===== src/rtl/tile_map_pkg.sv =====
// Shared types and level-1 layout for the tile map.
// The sell option is enabled by defining TILE_MAP_SELL_EN.
package tile_map_pkg;

  typedef enum logic [1:0] {
    EMPTY   = 2'd0,
    PATH    = 2'd1,
    TOWER   = 2'd2,
    BLOCKED = 2'd3
  } tile_t;

  typedef enum logic [1:0] {
    ERR_OK       = 2'd0,
    ERR_OOB      = 2'd1,
    ERR_OCCUPIED = 2'd2,
    ERR_FULL     = 2'd3
  } place_err_t;

  typedef enum logic [1:0] {
    ST_IDLE   = 2'd0,
    ST_CHECK  = 2'd1,
    ST_COMMIT = 2'd2,
    ST_RESP   = 2'd3
  } place_state_t;

  localparam int DEF_COLS = 20;
  localparam int DEF_ROWS = 15;

  // Indexed [row][col]; bit 'col' of each row word. Path runs down column 8
  // to row 7, then right along row 7 to the last column.
  localparam logic [DEF_ROWS-1:0][DEF_COLS-1:0] DEFAULT_PATH = {
    20'h00000,  // row 14
    20'h00000,  // row 13
    20'h00000,  // row 12
    20'h00000,  // row 11
    20'h00000,  // row 10
    20'h00000,  // row 9
    20'h00000,  // row 8
    20'hFFF00,  // row 7
    20'h00100,  // row 6
    20'h00100,  // row 5
    20'h00100,  // row 4
    20'h00100,  // row 3
    20'h00100,  // row 2
    20'h00100,  // row 1
    20'h00100   // row 0
  };

endpackage


===== src/rtl/tile_map_ram_tile_addr_decode.sv =====
// Pixel coordinate pair to tile column/row with a full-width bounds check.
module tile_addr_decode #(
  parameter int TILE_SHIFT = 5,
  parameter int COLS       = 20,
  parameter int ROWS       = 15,
  parameter int CW         = $clog2(COLS),
  parameter int RW         = $clog2(ROWS)
) (
  input  logic [9:0]    x,
  input  logic [9:0]    y,
  output logic [CW-1:0] col,
  output logic [RW-1:0] row,
  output logic          in_bounds
);

  localparam int FW = 10 - TILE_SHIFT;

  logic [FW-1:0] col_full;
  logic [FW-1:0] row_full;

  assign col_full  = FW'(x >> TILE_SHIFT);
  assign row_full  = FW'(y >> TILE_SHIFT);
  assign in_bounds = (32'(col_full) < COLS) && (32'(row_full) < ROWS);
  assign col       = CW'(col_full);
  assign row       = RW'(row_full);

endmodule


===== src/rtl/tile_map_ram.sv =====
// Writable tile map with pixel/mouse lookup ports and a tower placement FSM.
// Define TILE_MAP_SELL_EN to add the place_op input (0=place, 1=sell).
module tile_map_ram
  import tile_map_pkg::*;
#(
  parameter int TILE_SHIFT = 5,
  parameter int COLS       = DEF_COLS,
  parameter int ROWS       = DEF_ROWS,
  parameter int TYPE_W     = 2,
  parameter int MAX_TOWERS = 16,
  parameter int CNTW       = $clog2(MAX_TOWERS+1)
) (
  input  logic              Clk,
  input  logic              Reset,
  input  logic [9:0]        pix_x,
  input  logic [9:0]        pix_y,
  output logic [TYPE_W-1:0] pix_tile,
  input  logic [9:0]        mouse_x,
  input  logic [9:0]        mouse_y,
  output logic [TYPE_W-1:0] mouse_tile,
  input  logic              place_req,
  input  logic [9:0]        place_x,
  input  logic [9:0]        place_y,
`ifdef TILE_MAP_SELL_EN
  input  logic              place_op,
`endif
  output logic              place_busy,
  output logic              place_done,
  output logic              place_ok,
  output logic [1:0]        place_err,
  output logic [CNTW-1:0]   tower_count
);

  // state     | meaning
  // ST_IDLE   | waiting for place_req, latches coordinates
  // ST_CHECK  | evaluates legality, registers error code
  // ST_COMMIT | writes the tile and updates tower_count when legal
  // ST_RESP   | one-cycle place_done with ok/err

  localparam int CW = $clog2(COLS);
  localparam int RW = $clog2(ROWS);

  logic [TYPE_W-1:0] map [ROWS][COLS];

  logic [CW-1:0] pix_col, mouse_col, lat_col;
  logic [RW-1:0] pix_row, mouse_row, lat_row;
  logic          pix_in, mouse_in, lat_in;

  place_state_t      state, state_d;
  place_err_t        err_q, chk_err;
  logic [9:0]        lat_x, lat_y;
  logic              sell;
  logic              commit_ok;
  logic [TYPE_W-1:0] cur_tile;
  logic [TYPE_W-1:0] wr_val;

  tile_addr_decode #(.TILE_SHIFT(TILE_SHIFT), .COLS(COLS), .ROWS(ROWS)) u_dec_pix (
    .x(pix_x), .y(pix_y), .col(pix_col), .row(pix_row), .in_bounds(pix_in)
  );

  tile_addr_decode #(.TILE_SHIFT(TILE_SHIFT), .COLS(COLS), .ROWS(ROWS)) u_dec_mouse (
    .x(mouse_x), .y(mouse_y), .col(mouse_col), .row(mouse_row), .in_bounds(mouse_in)
  );

  tile_addr_decode #(.TILE_SHIFT(TILE_SHIFT), .COLS(COLS), .ROWS(ROWS)) u_dec_place (
    .x(lat_x), .y(lat_y), .col(lat_col), .row(lat_row), .in_bounds(lat_in)
  );

`ifdef TILE_MAP_SELL_EN
  logic lat_op;
  assign sell = lat_op;
`else
  assign sell = 1'b0;
`endif

  assign commit_ok = (state == ST_COMMIT) && (err_q == ERR_OK);
  assign wr_val    = sell ? TYPE_W'(EMPTY) : TYPE_W'(TOWER);
  assign cur_tile  = map[lat_row][lat_col];

  // One register per tile so reset can reload the whole level in one edge.
  for (genvar r = 0; r < ROWS; r++) begin : g_row
    for (genvar c = 0; c < COLS; c++) begin : g_col
      localparam bit IS_PATH = (r < DEF_ROWS && c < DEF_COLS) ?
                               DEFAULT_PATH[r % DEF_ROWS][c % DEF_COLS] : 1'b0;
      logic [TYPE_W-1:0] cell_q;
      always_ff @(posedge Clk) begin
        if (!Reset)
          cell_q <= IS_PATH ? TYPE_W'(PATH) : TYPE_W'(EMPTY);
        else if (commit_ok && lat_row == RW'(r) && lat_col == CW'(c))
          cell_q <= wr_val;
      end
      assign map[r][c] = cell_q;
    end
  end

  always_ff @(posedge Clk) begin
    if (!Reset) begin
      pix_tile   <= '0;
      mouse_tile <= '0;
    end else begin
      pix_tile   <= pix_in   ? map[pix_row][pix_col]     : TYPE_W'(BLOCKED);
      mouse_tile <= mouse_in ? map[mouse_row][mouse_col] : TYPE_W'(BLOCKED);
    end
  end

  always_comb begin
    state_d = state;
    chk_err = ERR_OK;
    if (!lat_in)
      chk_err = ERR_OOB;
    else if (sell ? (cur_tile != TYPE_W'(TOWER)) : (cur_tile != TYPE_W'(EMPTY)))
      chk_err = ERR_OCCUPIED;
    else if (!sell && tower_count == CNTW'(MAX_TOWERS))
      chk_err = ERR_FULL;
    case (state)
      ST_IDLE:   if (place_req) state_d = ST_CHECK;
      ST_CHECK:  state_d = ST_COMMIT;
      ST_COMMIT: state_d = ST_RESP;
      ST_RESP:   state_d = ST_IDLE;
      default:   state_d = ST_IDLE;
    endcase
  end

  always_ff @(posedge Clk) begin
    if (!Reset) begin
      state       <= ST_IDLE;
      err_q       <= ERR_OK;
      lat_x       <= '0;
      lat_y       <= '0;
      tower_count <= '0;
`ifdef TILE_MAP_SELL_EN
      lat_op      <= 1'b0;
`endif
    end else begin
      state <= state_d;
      if (state == ST_IDLE && place_req) begin
        lat_x  <= place_x;
        lat_y  <= place_y;
`ifdef TILE_MAP_SELL_EN
        lat_op <= place_op;
`endif
      end
      if (state == ST_CHECK)
        err_q <= chk_err;
      if (commit_ok)
        tower_count <= sell ? tower_count - 1'b1 : tower_count + 1'b1;
    end
  end

  assign place_busy = (state != ST_IDLE);
  assign place_done = (state == ST_RESP);
  assign place_ok   = place_done && (err_q == ERR_OK);
  assign place_err  = place_done ? err_q : ERR_OK;

endmodule


===== config.mk =====
export PLATFORM = sky130hd
export DESIGN_NAME = tile_map_ram
export DESIGN_NICKNAME = d
export VERILOG_FILES = /design/src/rtl/tile_map_pkg.sv /design/src/rtl/tile_map_ram_tile_addr_decode.sv /design/src/rtl/tile_map_ram.sv
export SDC_FILE = /design/constraint.sdc
export NUM_CORES = 1
export LEC_CHECK = 0
export CAP_MARGIN = 20
export CORE_MARGIN = 3
export CORE_UTILIZATION = 70
export DETAILED_ROUTE_END_ITERATION = 7
export DONT_BUFFER_PORTS = 1
export MAX_ROUTING_LAYER = met4
export PLACE_DENSITY = 0.86
export SYNTH_ARGS = -nofsm -noshare
export SYNTH_HDL_FRONTEND = slang
export SYNTH_SLANG_ARGS = --single-unit
export TNS_END_PERCENT = 100

===== constraint.sdc =====
create_clock -name Clk -period 7.5 [get_ports Clk]
set_clock_uncertainty 0.2 [all_clocks]
set_input_delay 0.75 -clock Clk [delete_from_list [all_inputs] [get_ports Clk]]
set_output_delay 0.75 -clock Clk [all_outputs]
set_load 0.01 [all_outputs]

Word level (Yosys, flattened, before mapping)
Index checks and enable logic that the tools add are counted.
Storage, ports and cells
  flip-flop bits (word level): 352
  bits in latches: 0
  memory bits (writable): 0
  ROM bits: 0
  input port bits: 63
  output and inout bits: 14
  word-level logic and storage cells: 717
  memories: 0
Cells by class
  add/sub/neg operators: 1
  multiply operators: 0
  divide/modulo/power cells: 0
  $lt $le $gt $ge: 12
  eq/ne operators: 38
  shift operators: 0
  mux-type cells: 26
  bitwise gates (word level): 6
  reduce and logical (&&, ||, !) cells: 327
Operator list (number)
  40-bit binary-select mux with 4-bit select: 3
  1-bit logical AND: 321
  40-bit 2-to-1 mux: 6
  5-bit by 4-bit == test with 1-bit output, second input constant: 8
  2-bit binary-select mux with 5-bit select: 3
  4-bit == test, second input constant: 7
  2-bit 2-to-1 mux: 13
  5-bit == test, second input constant: 5
  5-bit by 3-bit == test with 1-bit output, second input constant: 4
  6-bit >= comparator, second input constant: 3
  5-bit NOT with 6-bit output: 3
  4-bit by 3-bit == test with 1-bit output, second input constant: 4
  5-bit >= comparator, second input constant: 3
  5-bit by 4-bit less-than comparator with 1-bit output, second input constant: 3
  5-bit less-than comparator, second input constant: 3
  4-bit NOT with 5-bit output: 3
  5-bit by 2-bit == test with 1-bit output, second input constant: 2
  4-bit by 2-bit == test with 1-bit output, second input constant: 2
  2-bit one-hot mux with 4 select lines: 1
  5-bit by 1-bit adder with 5-bit output, second input constant: 1
  5-bit by 1-bit == test with 1-bit output, second input constant: 1
  5-bit zero test: 1
  2-bit == test, second input constant: 2
  4-bit by 1-bit == test with 1-bit output, second input constant: 1
  other kinds (5): 7

Longest topological paths before layout
Gate-level depths: netlist of run 1.
  depth after elaboration: 10
  mapped depth: 11
  gate-level depth less buffers: 7

By module
From an unflattened synthesis of run 1, not the netlist that was laid out.
Unflattened totals
  cells, all modules: 2118
  area, all modules: 20083.0 sq um
By module, submodules not included
  tile_map_ram: times used 1, cells an instance 2082, area each 19820.3 sq um, seq. area each 7046.8 sq um
  tile_addr_decode: times used 3, cells an instance 12, area each 87.6 sq um, seq. area each 0.0 sq um

Worst setup path after synthesis of run 1
No wires, ideal clock.
  path type: input-to-reg
  start: input mouse_y[5]
  end: register mouse_tile[1]
  library setup time: 0.136 ns
  data arrival time: 2.791 ns
  data required time: 7.164 ns
  slack: 4.373 ns
  stages on the path: 9
  path buffers: 3
  path through: buf_2 buf_4 buf_2 mux2i_1 o21ai_0 mux4_2 mux4_2 o31ai_1 a41oi_1
On the way
  cells in the longest elaborated chain, start to end: 8
  elaborated cells between the ends (all ways): 10
  classes of those cells: order compare (1); mux (7); bitwise (1); reduce/logical (1)
Ends and longest elaborated chain
  start, declared: RTL line tile_map_ram.sv:19  | input logic [9:0] mouse_y,
  4-bit NOT with 5-bit output (implied by the code): RTL line tile_map_ram.sv:102  | mouse_tile <= mouse_in ? map[mouse_row][mouse_col] : TYPE_W'(BLOCKED);
  40-bit binary-select mux with 4-bit select: RTL line tile_map_ram.sv:102
  40-bit 2-to-1 mux (implied by the code) (2 in a row): RTL line tile_map_ram.sv:102
  2-bit binary-select mux with 5-bit select: RTL line tile_map_ram.sv:102
  2-bit 2-to-1 mux (implied by the code) (2 in a row): RTL line tile_map_ram.sv:102
  2-bit 2-to-1 mux *: RTL line tile_map_ram.sv:102
  end signal, assigned: RTL line tile_map_ram.sv:102
  end, declared: RTL line tile_map_ram.sv:20  | output logic [TYPE_W-1:0] mouse_tile,
Mark *: on every way between the ends. The rest lies on a longest branch, timed or not. The select of a mux whose other input is x is not followed.
A chain may end at the register's enable or synchronous reset.

Worst setup path in the final report of run 1
  start: register lat_y[6]
  end: register err_q[1]
On the way
  cells in the longest elaborated chain, start to end: 10
  elaborated cells between the ends (all ways): 12
  classes of those cells: order compare (1); mux (8); bitwise (1); reduce/logical (2)
Ends and longest elaborated chain
  start, declared: RTL line tile_map_ram.sv:51  | logic [9:0] lat_x, lat_y;
  start signal, assigned: RTL line tile_map_ram.sv:138  | lat_y <= place_y;
  4-bit NOT with 5-bit output (implied by the code): RTL line tile_map_ram.sv:78  | assign cur_tile = map[lat_row][lat_col];
  40-bit binary-select mux with 4-bit select: RTL line tile_map_ram.sv:78
  40-bit 2-to-1 mux (implied by the code) (2 in a row): RTL line tile_map_ram.sv:78
  2-bit binary-select mux with 5-bit select: RTL line tile_map_ram.sv:78
  2-bit 2-to-1 mux (implied by the code) (2 in a row): RTL line tile_map_ram.sv:78
  2-bit nonzero test: RTL line tile_map_ram.sv:111  | else if (sell ? (cur_tile != TYPE_W'(TOWER)) : (cur_tile != TYPE_W'(EMPTY)))
  2-bit 2-to-1 mux: RTL line tile_map_ram.sv:111
  2-bit 2-to-1 mux *: RTL line tile_map_ram.sv:109  | if (!lat_in)
  end signal, assigned: RTL line tile_map_ram.sv:144  | err_q <= chk_err;
  end, declared: RTL line tile_map_ram.sv:50  | place_err_t err_q, chk_err;
Marks and branches as above.

==> flow_summary.toml, run 1 <==
[timing]
fin_crit_sh_pct = 53.5
relSlewSlack_pct = 20.4
max_freq_mhz = 249
hold_violations = 0
rsz0062_at_grt = "false"
setup_viol = 0
slew_violations = 0
fin_crit_ns = 4.01
worst_slack_ns = 3.49
tightest_slew_ns = 1.19
setup_tns_ns = 0
hold_ws_ns = 0.156

[synthesis]
synth_nets = 2002
synth_edf_count = 0
ys_seq_area_share_pct = 34.8
yosys.cell_count.top_type = "dfxtp_1"
ys.flop_type = "dfxtp_1"
synth_top_cell_area_share_pct = 34.8
synth_fa_ha_area_share_pct = 0.445
synth-xor-area-share_pct = 0.178
ys_types = 59
yosys.area.top_type = "dfxtp_1"
synth_common_cells = "342 x dfxtp_1, 330 x nor2_1, 300 x o21a_1"
ys_top_cells_by_area = "dfxtp_1 35%, mux4_2 24%, o21a_1 11%, nor2_1 6.3%, mux2i_1 4.7%"
yosys_warnings = 0
synthCells = 1932
synth-compound-area-share_pct = 19.2
syn_area_per_cell_sq_um = 10.2
synth_top_family_by_area = "multiplexers"
synth_area_sq_um = 19700
synth_seq_cells = 342
yosys.area_share.simple_pct = 11.8
async_flop_share_pct = 0
synthMuxAreaShare_pct = 29.2

[worst_setup_path]
rr_worst_depth = 8
r2r_slack_ns = 3.49
end_kind = "flop"
crit_type = "flop to flop"
worstSetupStartpointType = "flop"
crit_arrival_ns = 4.23
crit_fanout = 58
reg2reg_to = "err_q[1]"
regToRegStartpoint = "lat_y[6]"
required_ns = 7.72

[worst_hold_path]
min_from = "Reset"
holdCritPathClass = "primary input to flop"
hold_depth = 1
whs_endpoint = "g_row[0].g_col[12].cell_q[1]"

[finish]
drive_gt1_share_pct = 17.2
multiInputGateArea_sq_um = 12000
nNetsFinal = 1877
seq_area_sq_um = 6850
fillerInstances = 1828
final_util_pct = 76.6
area_growth_pct = 6.38

[pwr]
finalPower_mw = 4.48
p_leak_nw = 6.88
worst_ir_drop_vdd_uv = 186
power_density_nw_per_um2 = 214

[cts]
ctsHoldBuffers = 0
root_buffer = "clkbuf_16"
clkLatencyLatePin_ns = 0.54
cts_buffer_depth = 3
post_cts_buffers = 0
post_cts_resized = 0
cts.sinks = 342
numCtsBuffers = 37
clk_pin_slew_ns = 0.05
htreeDepth = 2
tritoncts = "done"

[detailed_routing]
drt_iter0_drc = 2526
firstDrtPassIters = 8
drc = 6
via_count = 16900
wirelength_um = 63600
viasPerCell = 7.65
wl_per_cell_um = 28.8
ant_nets = 0

[grt]
grt_pass1_wl_um = 96500
first_global_vias = 16400
grt_overflow = 0
grt_usage_pct = 42.4
antenna_found_initial = 2
grt_max_degree = 343

[placement]
dp_slack_ns = 3.76
hpwlAfterDp_um = 37700
gp_congestion = 1.01
port-buffer-count = 0

[floorplanning]
die_x_um = 174
dieHeight_um = 174
dieArea_sq_um = 30200
core_area_sq_um = 27300
rows = 60
ios = 77
start_util_pct = 72.0

[outcome]
status = "complete, but fails checks"
failed_checks = "DRC"

[job]
cap_violations = 0
## final cells by class
class                           count  area share, %
Multi-Input combinational cell   1378           57.2
Antenna cell                        3         0.0358
Sequential cell                   342           32.7
Inverter                           22          0.394
Timing Repair Buffer               26           1.11
Clock inverter                     11          0.896
Clock buffer                       56           5.45
Tap cell                          372           2.22
## registers in the layout (all words and copies together) (netlist names)
name	count
g_row.g_col.cell_q	319
lat_x	5
state	2
mouse_tile	2
tower_count	5
pix_tile	2
err_q	2
lat_y	5
## worst max path at each step
stage	start	endpoint	slack, ns
3_5_place_dp	lat_y[5]	err_q[1]	3.76
2_1_floorplan	mouse_y[5]	mouse_tile[1]	4.37
6_report	lat_y[6]	err_q[1]	3.49
3_3_place_gp	lat_y[5]	err_q[1]	3.75
5_1_grt	lat_y[5]	err_q[1]	3.51
4_1_cts	lat_y[5]	err_q[1]	3.74
## cell usage in the layout (no fill, tap or decap), types with 26 or more instances in the layout
| master | synthesis | final |
|---|---|---|
| clkbuf_16 | 0 | 40 |
| nor2_1 | 330 | 330 |
| nand3_1 | 27 | 26 |
| dfxtp_1 | 342 | 340 |
| mux2i_1 | 93 | 93 |
| mux4_2 | 211 | 211 |
| nand2_1 | 112 | 112 |
| o21a_1 | 300 | 300 |
| o2bb2ai_1 | 30 | 30 |
| o21ai_0 | 42 | 42 |
## worst max-delay path, stage by stage, from the launching register on
cell	delay [ns]
dfxtp_4	0.81
buf_12	0.45
mux4_2	0.38
a22o_1	0.26
a221oi_1	0.40
o32ai_1	0.17
o21ai_0	0.52
o211ai_1	0.35
o221a_2	0.31
## per-layer routing
| metal | GRT usage [%] | up-vias | share of wire, % |
|---|---|---|---|
| li1 | - | 6938 | - |
| met1 | 52.7 | 8151 | 34 |
| met2 | 61.5 | 1395 | 43 |
| met3 | 13.6 | 414 | 15 |
| met4 | 24.0 | 0 | 7.5 |
| met5 | - | - | 0 |
## cells by family after synthesis
| logic type | Yosys count |
|---|---|
| compound gates | 508 |
| xor+xnor | 4 |
| fa+ha+maj | 7 |
| buf+inv | 212 |
| flops | 342 |
| mux | 309 |
| simple gates | 550 |
## report_power, final
group / switching (mW) / internal [mW] / total, mW
Combinational: 0.370 / 0.201 / 0.571
Sequential: 0.0712 / 1.84 / 1.91
Clock: 0.770 / 1.23 / 2.00
Total: 1.21 / 3.27 / 4.48
## stage by stage
stage	area [sq um]	instances
2_1_floorplan	19700	1932
3_3_place_gp	19600	2138
3_5_place_dp	19600	2138
4_1_cts	20900	2205
5_1_grt	20900	2209
6_report	20900	2210
No activity file was read; power rests on OpenSTA's default activity.
==> inputs of run 2 (changes only) <==
CORE_UTILIZATION = 58   (was 70)
PLACE_DENSITY = 0.76   (was 0.86)
clock period = 3.4 ns   (was 7.5 ns; I/O delays follow)
==> flow_summary.toml, run 2 (synthesized netlist as in run 1, its figures left out) <==
[placement]
gp_congestion = 0.986
hpwlAfterDp_um = 41400
port-buffer-count = 0
dp_slack_ns = 0.0855

[worst_setup_path]
crit_arrival_ns = 3.53
crit_family = "compound AO/OA/AOI/OAI gates"
path_cells = "buf_12 > mux4_2 > a22o_1 > a221oi_1 > nor3_1 > a311oi_1 > o211ai_1 > o221a_2"
path_buf_inv = 1
worstSetupStartpointType = "flop"
end_kind = "flop"
worst_path_max_delay_cell = "dfxtp_4"
required_ns = 3.63
critPathMaxStageDelay_ns = 0.62
crit_type = "flop to flop"
crit_fanout = 24

[timing]
rsz0062_at_grt = "false"
worst_slack_ns = 0.0998
hold_violations = 0
max_freq_mhz = 303
setup_tns_ns = 0
fin_crit_sh_pct = 97.1
setup_viol = 0
tightest_slew_ns = 1.03
relSlewSlack_pct = 31.0
fin_crit_ns = 3.30
slew_violations = 0

[finish]
area_growth_pct = 20.0
nNetsFinal = 2151
layout_common_cells = "338 x dfxtp_1, 330 x nor2_1, 300 x o21a_1, 211 x mux4_2, 196 x dlygate4sd3_1"
drive_gt1_share_pct = 18.7
layout_commonest_cell = "dfxtp_1"
largest_reg_flops = 319
top_register = "g_row.g_col.cell_q"
final_util_pct = 71.5

[outcome]
status = "completed"

[grt]
antenna_found_initial = 1
grt_pass1_wl_um = 106000
grt_overflow = 0
grt_usage_pct = 39.3
grt_max_degree = 179
first_global_vias = 17900

[pwr]
p_leak_nw = 8.46
worst_ir_drop_vdd_uv = 414
power_density_nw_per_um2 = 433

[floorplanning]
dieHeight_um = 190
rows = 66
ios = 77
start_util_pct = 59.6
core_area_sq_um = 33000
die_x_um = 190
dieArea_sq_um = 36200

[detailed_routing]
ant_nets = 0
wirelength_um = 69600
drt_iter0_drc = 2468
drc = 0
firstDrtPassIters = 6
viasPerCell = 7.02
via_count = 17900
wl_per_cell_um = 27.3

[cts]
clkLatencyLatePin_ns = 0.55
clk_pin_slew_ns = 0.06
root_buffer = "clkbuf_16"
tritoncts = "done"
numCtsBuffers = 38
cts_buffer_depth = 3
cts.sinks = 342
htreeDepth = 2

[worst_hold_path]
holdCritPathClass = "primary input to flop"

[job]
cap_violations = 0
[run 2: changes by cell type in the layout (fill, tap and decap cells not counted), sizes merged]
cell,delta
dlygate4sd3,+196
buf,+77
clkbuf,+2
diode,-2
bufinv,-1
clkinv,-1
clkinvlp,+1
inv,-1
[run 2: what timing repair did]
item,4_1_cts,5_1_grt
hold buffers,197,0
gates resized for setup,0,2
endpoints found under the setup margin,0,7
buffers inserted,0,1
hold endpoints to repair,342,0
[run 2: path summary, 6_finish.rpt]
check | slack [ns] | from | depth (start not counted) | endpoint
worst max register to register | 0.1 | lat_y[5] | 8 | err_q[1]
worst min-delay path | 0.05 | mouse_x[8] | 3 | mouse_tile[1]
worst max-delay path | 0.1 | lat_y[5] | 8 | err_q[1]
worst min register to register | 0.31 | g_row[7].g_col[7].cell_q[1] | 1 | g_row[7].g_col[7].cell_q[1]
[run 2: per-stage QoR]
| stage | total power, mW | instances | hold slack, ns | cell area (sq um) |
|---|---|---|---|---|
| after floorplan | 5.25 | 1932 | 0.239 | 19700 |
| after global placement | 5.66 | 2285 | 0.249 | 20300 |
| after detailed placement | 5.68 | 2285 | 0.246 | 20300 |
| after CTS | 10.1 | 2549 | 0.00487 | 23600 |
| after global routing | 10.5 | 2551 | 0.0215 | 23600 |
| final | 10.2 | 2551 | 0.0459 | 23600 |
[run 2: cell type report]
type / instances / area (sq um)
Inverter: 22 / 82.6
Clock inverter: 9 / 151
Fill cell: 2290 / 9400
Tap cell: 442 / 553
Multi-Input combinational cell: 1378 / 12000
Antenna cell: 1 / 2.50
Clock buffer: 58 / 1180
Sequential cell: 342 / 6860
Timing Repair Buffer: 299 / 2840
[run 2: power breakdown]
part	internal [mW]	leakage [nW]	switching (mW)
sequential	4.06	2.76	0.128
combinational	0.656	5.05	0.968
clock	2.69	0.652	1.73
[run 2: layer usage]
layer  GRT usage (%)  vias up  wire length (um)
met5               -        -                 0
met4            19.8        0              4780
met3            12.0      401             10300
met2            57.0     1382             29700
met1            50.3     8622             24800
li1                -     7495                 -
[run 2: tightest hold or removal path, delay by kind of cell]
family,cells,cell delay [ns]
AO/OA/AOI/OAI,2,0.34
buffers and inverters,1,0.03
